### src/rtl/can_rx_frame_seq.sv
// can_rx_frame_seq
// Receive-side field sequencer for CAN 2.0A (11-bit ID) frames. It walks a
// frame bit by bit from SOF to the CRC delimiter and drives the external CRC
// engine's clear/enable over SOF..last DATA bit. It also extracts ID/RTR/DLC,
// collects the received CRC, compares it with a snapshot of the engine result,
// and reports per-frame status.
//
// Optional build macro: STUFF_FILTER_EN
//   When defined, bit destuffing runs from SOF through the last CRC bit, and
//   stuff violations are reported on stuff_err. When undefined, every bit_stb
//   is a frame bit and stuff_err stays 0.
//
// Ports:
//   clk, rst_n     clock, asynchronous active-low reset
//   bit_stb        one-cycle pulse per sample point (>= 3 clk apart)
//   rx_bit         sampled bus bit (0 = dominant), valid with bit_stb
//   rx_abort       upstream error / bus-off, forces IDLE (beats bit_stb)
//   crc_clr_n      CRC engine clear, low while idle
//   crc_en/crc_din CRC engine feed, one pulse per CRC-covered bit
//   crc_in         CRC engine result
//   id, rtr, dlc   received fields (dlc unclamped), held until next SOF
//   frame_done     pulse at a valid recessive CRC delimiter
//   crc_ok/crc_err exactly one of them with frame_done
//   form_err       pulse on IDE=1 or a dominant CRC delimiter
//   stuff_err      pulse on a stuff violation (stuff filter builds only)
module can_rx_frame_seq #(
  parameter int MAX_DATA_BYTES = 8
) (
  input  logic        clk,
  input  logic        rst_n,
  input  logic        bit_stb,
  input  logic        rx_bit,
  input  logic        rx_abort,
  output logic        crc_clr_n,
  output logic        crc_en,
  output logic        crc_din,
  input  logic [14:0] crc_in,
  output logic [10:0] id,
  output logic        rtr,
  output logic [3:0]  dlc,
  output logic        frame_done,
  output logic        crc_ok,
  output logic        crc_err,
  output logic        form_err,
  output logic        stuff_err
);

  typedef enum logic [2:0] {
    S_IDLE, S_ARB, S_CTRL, S_DATA, S_CRC, S_CDEL
  } state_t;

  state_t      state_reg, state_next;
  logic [6:0]  cnt_reg, cnt_next;      // bits left in the field, minus one
  logic [10:0] id_next;
  logic        rtr_next;
  logic [3:0]  dlc_next;
  logic [14:0] rx_crc_reg, rx_crc_next;
  logic [14:0] crc_snap_reg;
  logic        last_en_reg, last_next; // marks the final crc_en pulse
  logic        snap_pend_reg;          // engine result settles one cycle later
  logic        en_next, din_next;
  logic        done_next, ok_next, err_next, form_next, stuff_next;
  logic        consume;
  int          nbytes;

`ifdef STUFF_FILTER_EN
  logic        run_val_reg, run_val_next;
  logic [2:0]  run_cnt_reg, run_cnt_next;
`endif

  always_comb begin
    state_next  = state_reg;
    cnt_next    = cnt_reg;
    id_next     = id;
    rtr_next    = rtr;
    dlc_next    = dlc;
    rx_crc_next = rx_crc_reg;
    last_next   = 1'b0;
    en_next     = 1'b0;
    din_next    = 1'b0;
    done_next   = 1'b0;
    ok_next     = 1'b0;
    err_next    = 1'b0;
    form_next   = 1'b0;
    stuff_next  = 1'b0;
    consume     = 1'b1;
    nbytes      = 0;
`ifdef STUFF_FILTER_EN
    run_val_next = run_val_reg;
    run_cnt_next = run_cnt_reg;
`endif

    if (rx_abort) begin
      state_next = S_IDLE;
    end else if (bit_stb) begin
`ifdef STUFF_FILTER_EN
      // The delimiter (S_CDEL) and idle bits are outside the stuffed region.
      if (state_reg inside {S_ARB, S_CTRL, S_DATA, S_CRC}) begin
        if (run_cnt_reg == 3'd5) begin
          consume = 1'b0;
          if (rx_bit == run_val_reg) begin
            stuff_next = 1'b1;
            state_next = S_IDLE;
          end else begin
            run_val_next = rx_bit;
            run_cnt_next = 3'd1;
          end
        end else if (rx_bit == run_val_reg) begin
          run_cnt_next = run_cnt_reg + 3'd1;
        end else begin
          run_val_next = rx_bit;
          run_cnt_next = 3'd1;
        end
      end
`endif
      if (consume) begin
        case (state_reg)
          S_IDLE: begin
            if (!rx_bit) begin
              state_next = S_ARB;
              cnt_next   = 7'd11;
              id_next    = '0;
              rtr_next   = 1'b0;
              dlc_next   = '0;
              en_next    = 1'b1;
              din_next   = 1'b0;
`ifdef STUFF_FILTER_EN
              run_val_next = 1'b0;
              run_cnt_next = 3'd1;
`endif
            end
          end
          S_ARB: begin
            en_next  = 1'b1;
            din_next = rx_bit;
            if (cnt_reg == 7'd0) begin
              rtr_next   = rx_bit;
              state_next = S_CTRL;
              cnt_next   = 7'd5;
            end else begin
              id_next  = {id[9:0], rx_bit};
              cnt_next = cnt_reg - 7'd1;
            end
          end
          S_CTRL: begin
            en_next  = 1'b1;
            din_next = rx_bit;
            // IDE and r0 shift through and fall out; the last four are DLC.
            dlc_next = {dlc[2:0], rx_bit};
            if (cnt_reg == 7'd5 && rx_bit) begin
              form_next  = 1'b1;
              state_next = S_IDLE;
            end else if (cnt_reg == 7'd0) begin
              nbytes = (int'(dlc_next) > MAX_DATA_BYTES) ? MAX_DATA_BYTES
                                                         : int'(dlc_next);
              if (rtr || nbytes == 0) begin
                state_next = S_CRC;
                cnt_next   = 7'd14;
                last_next  = 1'b1;
              end else begin
                state_next = S_DATA;
                cnt_next   = 7'(nbytes * 8 - 1);
              end
            end else begin
              cnt_next = cnt_reg - 7'd1;
            end
          end
          S_DATA: begin
            en_next  = 1'b1;
            din_next = rx_bit;
            if (cnt_reg == 7'd0) begin
              state_next = S_CRC;
              cnt_next   = 7'd14;
              last_next  = 1'b1;
            end else begin
              cnt_next = cnt_reg - 7'd1;
            end
          end
          S_CRC: begin
            rx_crc_next = {rx_crc_reg[13:0], rx_bit};
            if (cnt_reg == 7'd0) begin
              state_next = S_CDEL;
            end else begin
              cnt_next = cnt_reg - 7'd1;
            end
          end
          S_CDEL: begin
            state_next = S_IDLE;
            if (rx_bit) begin
              done_next = 1'b1;
              ok_next   = (rx_crc_reg == crc_snap_reg);
              err_next  = (rx_crc_reg != crc_snap_reg);
            end else begin
              form_next = 1'b1;
            end
          end
          default: state_next = S_IDLE;
        endcase
      end
    end
  end

  always_ff @(posedge clk or negedge rst_n) begin
    if (!rst_n) begin
      state_reg     <= S_IDLE;
      cnt_reg       <= '0;
      rx_crc_reg    <= '0;
      crc_snap_reg  <= '0;
      last_en_reg   <= 1'b0;
      snap_pend_reg <= 1'b0;
      crc_clr_n     <= 1'b0;
      crc_en        <= 1'b0;
      crc_din       <= 1'b0;
      id            <= '0;
      rtr           <= 1'b0;
      dlc           <= '0;
      frame_done    <= 1'b0;
      crc_ok        <= 1'b0;
      crc_err       <= 1'b0;
      form_err      <= 1'b0;
      stuff_err     <= 1'b0;
`ifdef STUFF_FILTER_EN
      run_val_reg   <= 1'b0;
      run_cnt_reg   <= '0;
`endif
    end else begin
      state_reg     <= state_next;
      cnt_reg       <= cnt_next;
      rx_crc_reg    <= rx_crc_next;
      last_en_reg   <= last_next;
      snap_pend_reg <= last_en_reg;
      if (snap_pend_reg) begin
        crc_snap_reg <= crc_in;
      end
      crc_clr_n     <= (state_next != S_IDLE);
      crc_en        <= en_next;
      crc_din       <= din_next;
      id            <= id_next;
      rtr           <= rtr_next;
      dlc           <= dlc_next;
      frame_done    <= done_next;
      crc_ok        <= ok_next;
      crc_err       <= err_next;
      form_err      <= form_next;
      stuff_err     <= stuff_next;
`ifdef STUFF_FILTER_EN
      run_val_reg   <= run_val_next;
      run_cnt_reg   <= run_cnt_next;
`endif
    end
  end

endmodule
### config.mk
export PLATFORM = sky130hd
export DESIGN_NAME = can_rx_frame_seq
export DESIGN_NICKNAME = d
export VERILOG_FILES = /design/src/rtl/can_rx_frame_seq.sv
export SDC_FILE = /design/constraint.sdc
export NUM_CORES = 1
export LEC_CHECK = 0
export ABC_AREA = 1
export BUFFER_PORTS_ARGS = -buffer_cell sky130_fd_sc_hd__buf_2
export CAP_MARGIN = 20
export CELL_PAD_IN_SITES_DETAIL_PLACEMENT = 1
export CELL_PAD_IN_SITES_GLOBAL_PLACEMENT = 1
export CORE_MARGIN = 2
export CORE_UTILIZATION = 40
export CTS_CLUSTER_SIZE = 25
export DETAILED_ROUTE_END_ITERATION = 12
export PLACE_DENSITY = 0.78
export SLEW_MARGIN = 10
export SYNTH_ARGS = -nofsm -noshare
export SYNTH_HDL_FRONTEND = slang
export SYNTH_SLANG_ARGS = --single-unit
### constraint.sdc
create_clock -name clk -period 3.5 [get_ports clk]
set_input_delay 0.175 -clock clk [delete_from_list [all_inputs] [get_ports clk]]
set_output_delay 0.175 -clock clk [all_outputs]
set_load 0.01 [all_outputs]
==> results.txt, run 1 <==
----------------------------------------------------
[Final layout]
  FF+latch area ... about 1600 um^2
  Util after Layout ... 48.2%
  Share of final-layout standard cells stronger than drive strength 1 ... around a quarter
  Final Instance Count excl. Fillers ... between 500 and 600
  Summed area of non-filler cells in the final layout ... around 3800 um^2
  Filler cell count ... about 940
  Combined area of the multi-input logic cells ... around 1400 um^2
  Area Growth Syn to Fin ... 16.0%
  Final #Nets ... between 400 and 500
  Antenna diodes ... 0

[Route]
  Wirelength, routed ... a little over 8000 um
  Vias/cell ... 5.01
  Number of antenna-violating nets in the routed design ... 0
  Violation count after the first detailed-routing iteration ... between 60 and 70
  DRT Pass-1 Iters ... 4
  Routed len/inst ... approximately 16 um
  Count of vias placed by the detailed router ... 2557
  Count of unresolved DRC violations after routing ... 0

[Min path]
  Min-delay worst type ... input port to register
  Worst hold start ... crc_in[6]

[STA]
  Final Cycle Share ... about three fifths
  Actual slew at the worst max-slew pin ... 0.780 ns
  Accumulated negative setup slack ... 0 ns
  Layout Skew ... ~0.007 ns
  Worst slew margin relative to its limit ... between 40 and 50%
  Setup repair after global routing missed its margin ... false
  Number of failing setup endpoints in the final timing report ... 0
  Max-slew violations ... 0
  Highest clock rate ... around 470 MHz
  Final Critical Period ... between 2 and 2.5 ns
  Final count of hold timing violations ... 0

[Worst setup path]
  Max stage delay cell, worst path ... nand3_1
  Worst setup path start ... cnt_reg[0]$_DFFE_PN0P_
  Reg-to-Reg Start ... cnt_reg[0]$_DFFE_PN0P_
  Class of the most critical setup path ... register to register
  Data required time at the worst endpoint ... about 3.8 ns
  Data arrival time at the worst-slack endpoint ... approximately 2.4 ns
  Stage delay of the slowest cell on the critical path ... about 0.53 ns
  Endpoint type of the worst setup path ... register
  Startpoint class of the critical path ... register
  Worst-path maximum fanout ... 11
  Ordered cell list for the critical path ... inv_1, ha_1, nand2_1, nor2_1, nand2_1, nand3_1, o22ai_2
  Most frequent CP cell ... nand2_1

[Clock tree]
  Number of clock buffers inserted by TritonCTS ... 9
  Clock Path Buffers ... 2
  Number of levels the H-tree was split into ... 3
  Clock-pin transition on the worst setup and hold timing paths ... roughly 0.070 ns
  Clock root buffer master ... clkbuf_8
  Number of sinks on the clock net ... between 60 and 70
  Post CTS Setup Buffer Count ... 0
  Clock latency on the worst-skew pair ... 0.34 ns
  CTS tree ... done

[Synthesis]
  Post-Synthesis Cell Area ... between 3000 and 4000 um^2
  Count of mapped cells out of synthesis ... between 300 and 400
  Adder-cell area share of the yosys netlist ... 1.16%
  Synthesized netlist net count ... between 300 and 400
  Seq/Total Area, Yosys ... between 50 and 60%
  Per-instance average area after synthesis ... around 9.2 um^2
  Mux share of post-synthesis cell area ... about 7.6%
  Post-synthesis register bit count ... 65
  Dominant register cell in the synthesized netlist ... dfrtp_1
  Distinct cell type count of the synthesized netlist ... 35
  Complex-gate fraction of the synthesized area ... under 10%
  Most area-hungry cell type in the Yosys netlist ... dfrtp_1
  Post-synthesis xor/xnor area fraction ... between 4 and 5%
  Biggest area contributors in the synthesized netlist ... dfrtp_1 (50%), nand2_1 (10%), mux2_2 (6.2%)
  Number of enable flip-flop cells after synthesis ... 0
  Ys Warns ... 0
  Area share of the largest cell type after synthesis ... roughly half
  Combinational family with the most area after synthesis ... simple AND/OR/NAND/NOR gates
  Simple logic cell fraction of the synthesized area ... about a fifth
  Async SR Flop Fraction ... 100%

[Global routing]
  Antenna violations before repair ... 0
  Aggregate global routing overflow ... 0
  Overall global routing resource usage ... about a fifth
  Maximum number of pins on one net before global-route repair ... 37
  Via count of the first global-routing pass ... between 2000 and 3000
  Global-route wire length before repair ... ~14000 um

[Power]
  Overall power of the completed layout ... between 1.5 and 2 mW
  Peak supply drop ... 0.000185 V
  Leakage power figure ... around 1.9 nW
  PD cells ... just over 500 nW/um^2

[Place]
  Weighted congestion reported at the end of routability-driven placement ... a little under 0.9
  DP Area ... 3560 um^2
  DP Wirelength ... roughly 5900 um
  IO buf count ... 42
  Inst Count DP ... about 490

[Floorplanning]
  Initial cell density of the core ... about 42%
  Width of the die ... approximately 94 um
  Die span in y ... ~94 um
  Row Count ... 32
  Core box area ... 7810 um^2
  Number of ports placed on the die boundary ... between 40 and 50
  Die footprint ... around 8900 um^2

[Run]
  Max cap viols ... 0

[Run status]
  Status ... completed

----------------------------------------------------
[through the flow]
| step | worst slack, ns | hold slack (ns) |
|---|---|---|
| floorplan | 1.87 | -0.121 |
| global placement | 1.49 | 0.296 |
| detailed placement | 1.43 | 0.302 |
| CTS | 1.35 | 0.0400 |
| global route | 1.19 | 0.0487 |
| finish | 1.39 | 0.0536 |
[final timing paths]
| check | cells past startpoint | slack [ns] | to |
|---|---|---|---|
| hold / removal | 3 | 0.05 | crc_snap_reg[6]$_DFFE_PN0P_ |
| hold reg to reg | 0 | 0.35 | snap_pend_reg$_DFF_PN0_ |
| setup / recovery | 7 | 1.39 | id[7]$_DFFE_PN0P_ |
| setup reg to reg | 7 | 1.39 | id[7]$_DFFE_PN0P_ |
| min in group asynchronous | 2 | 0.44 | frame_done$_DFF_PN0_ |
| max in group asynchronous | 3 | 2.30 | crc_clr_n$_DFF_PN0_ |
[area by class of cell]
type	instances	share of cell area, %
Sequential cell	65	43.2
Multi-Input combinational cell	236	37.4
Timing Repair Buffer	45	6.25
Inverter	46	4.59
Clock buffer	11	3.76
Tap cell	102	3.39
Clock inverter	5	1.46
[layout by cell type (no fill, tap or decap), types with 3 or more instances in the layout]
cell	netlist	final
nand2_1	88	88
o21ai_1	3	3
buf_2	3	42
o21ai_0	15	15
inv_2	7	7
nor2_1	22	22
dfrtp_1	65	65
mux2_2	18	18
xor2_1	4	4
ha_1	3	3
a21oi_1	8	8
nor2_2	4	4
mux2_1	4	4
inv_1	39	39
xnor2_1	12	12
nand4_1	8	8
nand3_1	19	19
clkbuf_8	0	10
o22ai_2	10	10
nand3b_1	3	3
[synth_stat cells, types with 2 or more instances]
| cell | number |
|---|---|
| nand4_1 | 8 |
| clkbuf_1 | 2 |
| mux2_2 | 18 |
| inv_1 | 39 |
| dfrtp_1 | 65 |
| o22ai_2 | 10 |
| nor3_1 | 2 |
| ha_1 | 3 |
| o21ai_1 | 3 |
| mux2_1 | 4 |
| o21ai_0 | 15 |
| xnor2_1 | 12 |
| a21boi_1 | 2 |
| nor2_2 | 4 |
| a21oi_1 | 8 |
| inv_2 | 7 |
| nand2_1 | 88 |
| xor2_1 | 4 |
| nand3_1 | 19 |
| nor2_1 | 22 |
| nand3b_1 | 3 |
| buf_2 | 3 |
[routing by layer]
metal / track usage [%] / routed length, um
met1: 24.9 / 3560
met2: 35.0 / 4210
met3: 4.41 / 300
met4: 5.68 / 75
met5: 0 / 0
[power breakdown]
group          internal, mW  total, mW  switching (mW)
logic                 0.155      0.404           0.248
clock network         0.346      0.640           0.294
registers             0.834      0.904          0.0693
[repair_timing]
| action | CTS | global route |
|---|---|---|
| gates resized for setup | 0 | 0 |
| endpoints found under the hold margin | 34 | 0 |
| hold buffers | 1 | 0 |
[logic make-up after synthesis]
family                     Yosys count
buffers and inverters               53
DFF                                 65
xor gates and xnor gates            16
and+or+nand+nor                    152
AOI/OAI and AO/OA                   42
other                                1
adders and majority gates            3
muxes                               22
[critical path, delay by kind of cell (launching register included)]
kind / cells / cell delay [ns]
fa+ha+maj: 1 / 0.25
buf+inv: 1 / 0.11
simple gates: 4 / 0.93
flops: 1 / 0.39
compound gates: 1 / 0.35
Power figures use the tool's default switching activity.
==> inputs of run 2 (changes only) <==
Clock period 3.5 ns to 2.2 ns, I/O delays scaled along.
==> run 2 against run 1 <==
Non-clock buffer count is 18 higher. Via count is 1.8% higher. First-iteration DRC count is 26% lower. Combinational power is 65% higher. Cell count is 3.5% higher. Fmax is 4.7% higher. Sequential share of layout area is 2.3 points lower. Critical path depth stayed put. Clock skew is 0.0057 ns higher. Hold slack better by 0.041 ns. Die area stayed put. Wire length is 3.6% higher. Largest cell class unchanged.
==> results.txt, run 2 (synthesis gave the netlist of run 1 again) <==
----------------------------------------------------
[Worst setup path]
  Class of the most critical setup path ... register to register
  Endpoint type of the worst setup path ... register
  Data arrival time at the worst-slack endpoint ... 2.21 ns (-0.15 ns)
  Startpoint class of the critical path ... register
  Worst-path maximum fanout ... 11 (unchanged)
  Data required time at the worst endpoint ... 2.39 ns (-1.36 ns)
  R2R setup slack ... 0.18 ns (-1.20 ns)
  Worst setup path start ... state_reg[2]$_DFF_PN0_
  Worst Reg2Reg Path Length in Cells ... 7 (unchanged)
  Reg-to-Reg Start ... state_reg[2]$_DFF_PN0_

[Power]
  PD cells ... 816 nW/um^2 (+58%)
  Peak supply drop ... 0.000382 V (+110%)
  Leakage power figure ... 2.04 nW (+4.9%)

[Route]
  Vias/cell ... 4.93 (-1.7%)
  Number of antenna-violating nets in the routed design ... 0 (unchanged)
  Routed len/inst ... 16.0 um (about the same)
  Count of unresolved DRC violations after routing ... 0 (unchanged)
  DRT Pass-1 Iters ... 6 (+2)
  Violation count after the first detailed-routing iteration ... 49 (-26%)
  Wirelength, routed ... 8430 um (+3.6%)
  Count of vias placed by the detailed router ... 2602 (+1.8%)

[STA]
  Max-slew violations ... 0 (unchanged)
  Number of failing setup endpoints in the final timing report ... 0 (unchanged)
  Accumulated negative setup slack ... 0 ns (unchanged)
  Layout Skew ... 0.0129 ns (+0.00574 ns)
  Setup repair after global routing missed its margin ... false
  Worst slew margin relative to its limit ... 41.3% (-6.7 points)
  Final Cycle Share ... 91.8% (+31 points)
  Final Critical Period ... 2.02 ns (-0.0956 ns)
  Final count of hold timing violations ... 0 (unchanged)
  Actual slew at the worst max-slew pin ... 0.881 ns (+0.101 ns)
  Highest clock rate ... 495 MHz (+4.7%)

[Clock tree]
  CTS tree ... done
  Clock root buffer master ... clkbuf_8
  Clock Path Buffers ... 2 (unchanged)
  Number of clock buffers inserted by TritonCTS ... 9 (unchanged)
  Number of levels the H-tree was split into ... 3 (unchanged)
  Number of sinks on the clock net ... 65 (unchanged)
  Clock-pin transition on the worst setup and hold timing paths ... 0.08 ns (about the same)
  Post CTS Setup Buffer Count ... 0 (unchanged)
  Clock latency on the worst-skew pair ... 0.35 ns (about the same)

[Global routing]
  Aggregate global routing overflow ... 0 (unchanged)
  Global-route wire length before repair ... 14100 um (+4.4%)
  Overall global routing resource usage ... 20.9% (+0.83 points)
  Maximum number of pins on one net before global-route repair ... 38 (+2.7%)
  Via count of the first global-routing pass ... 2919 (+7.8%)
  Antenna violations before repair ... 0 (unchanged)

[Floorplanning]
  Number of ports placed on the die boundary ... 44 (unchanged)
  Initial cell density of the core ... 41.6% (unchanged)
  Core box area ... 7810 um^2 (unchanged)
  Die footprint ... 8850 um^2 (unchanged)
  Row Count ... 32 (unchanged)
  Die span in y ... 94.1 um (unchanged)
  Width of the die ... 94.1 um (unchanged)

[Run]
  Max cap viols ... 0 (unchanged)

[Final layout]
  Share of final-layout standard cells stronger than drive strength 1 ... 25.8% (+0.086 points)
  Filler cell count ... 917 (-2.2%)
  Area Growth Syn to Fin ... 22.4%
  Final #Nets ... 444 (+4.2%)
  Antenna diodes ... 0 (unchanged)
  Most common cell after layout, fill and taps aside ... nand2_1
  FF+latch area ... 1630 um^2 (unchanged)
  Leading cell types in the layout, fill and taps excluded ... nand2_1 (87), dfrtp_1 (65), buf_2 (42), inv_1 (39), nor2_1 (22)
  Combined area of the multi-input logic cells ... 1410 um^2 (+0.18%)
  Util after Layout ... 50.9% (+2.7 points)

[Place]
  IO buf count ... 42 (unchanged)
  Weighted congestion reported at the end of routability-driven placement ... 0.893 (+0.36%)
  DP Wirelength ... 5930 um (-0.31%)

[Run status]
  Status ... completed

[Min path]
  Worst hold start ... rx_abort
  Worst hold path stage count ... 4 (+1)
  Min-delay worst type ... input port to register

----------------------------------------------------
-- run 2: cell types whose count changed in the layout (fill, tap and decap cells not counted), sizes merged --
cell,change
buf,+3
dlygate4sd3,+15
clkbuf,-2
clkinv,+2
clkinvlp,-1
bufinv,+1
-- run 2: timing repair --
item / CTS / global route
hold endpoints to repair: 49 / 1
endpoints found under the setup margin: 0 / 2
resized for setup: 0 / 1
hold buffers: 15 / 1
-- run 2: worst paths after layout --
path / endpoint
max: id[10]$_DFFE_PN0P_
min in group asynchronous: id[4]$_DFFE_PN0P_
max in group asynchronous: crc_snap_reg[7]$_DFFE_PN0P_
max reg2reg: id[10]$_DFFE_PN0P_
min reg2reg: snap_pend_reg$_DFF_PN0_
min: state_reg[0]$_DFF_PN0_
-- run 2: cell type report --
type | count | area share [%]
timing repair buffer | 63 | 10.6
inverter | 46 | 4.34
clock inverter | 7 | 2.39
clock buffer | 9 | 3.12
multi-input combinational | 236 | 35.4
sequential | 65 | 40.9
tap | 102 | 3.21
-- run 2: per-stage QoR --
step	setup slack, ns	power, mW	cells	cell area [um^2]	hold WS (ns)
after floorplan	0.567	1.87	354	3250	-0.186
after global placement	0.256	2.06	496	3590	0.262
after detailed placement	0.204	2.10	496	3590	0.274
after CTS	0.190	3.28	527	3960	0.000929
after global routing	0.0413	3.43	528	3980	0.0955
final	0.181	3.24	528	3980	0.0948
-- run 2: where the power goes --
part           internal [mW]  switching, mW  leakage (nW)
logic                  0.272          0.396          1.07
registers               1.33          0.113         0.863
clock network          0.638          0.497         0.109
total                   2.24           1.01          2.04
-- run 2: metal layers --
metal | global-route usage, % | vias to the layer above | wire [um]
met2 | 35.2 | 59 | 4150
met1 | 25.6 | 1251 | 3790
li1 | - | 1278 | -
met3 | 4.98 | 14 | 322
met4 | 8.57 | 0 | 167
met5 | 0 | - | 0
-- run 2: worst max-delay path, cell delays in order, from the launching register on --
cell	delay, ns
dfrtp_1	0.46
inv_2	0.13
nand2_1	0.15
nor2_4	0.21
inv_2	0.07
a21oi_2	0.15
and2_1	0.54
o22ai_1	0.15
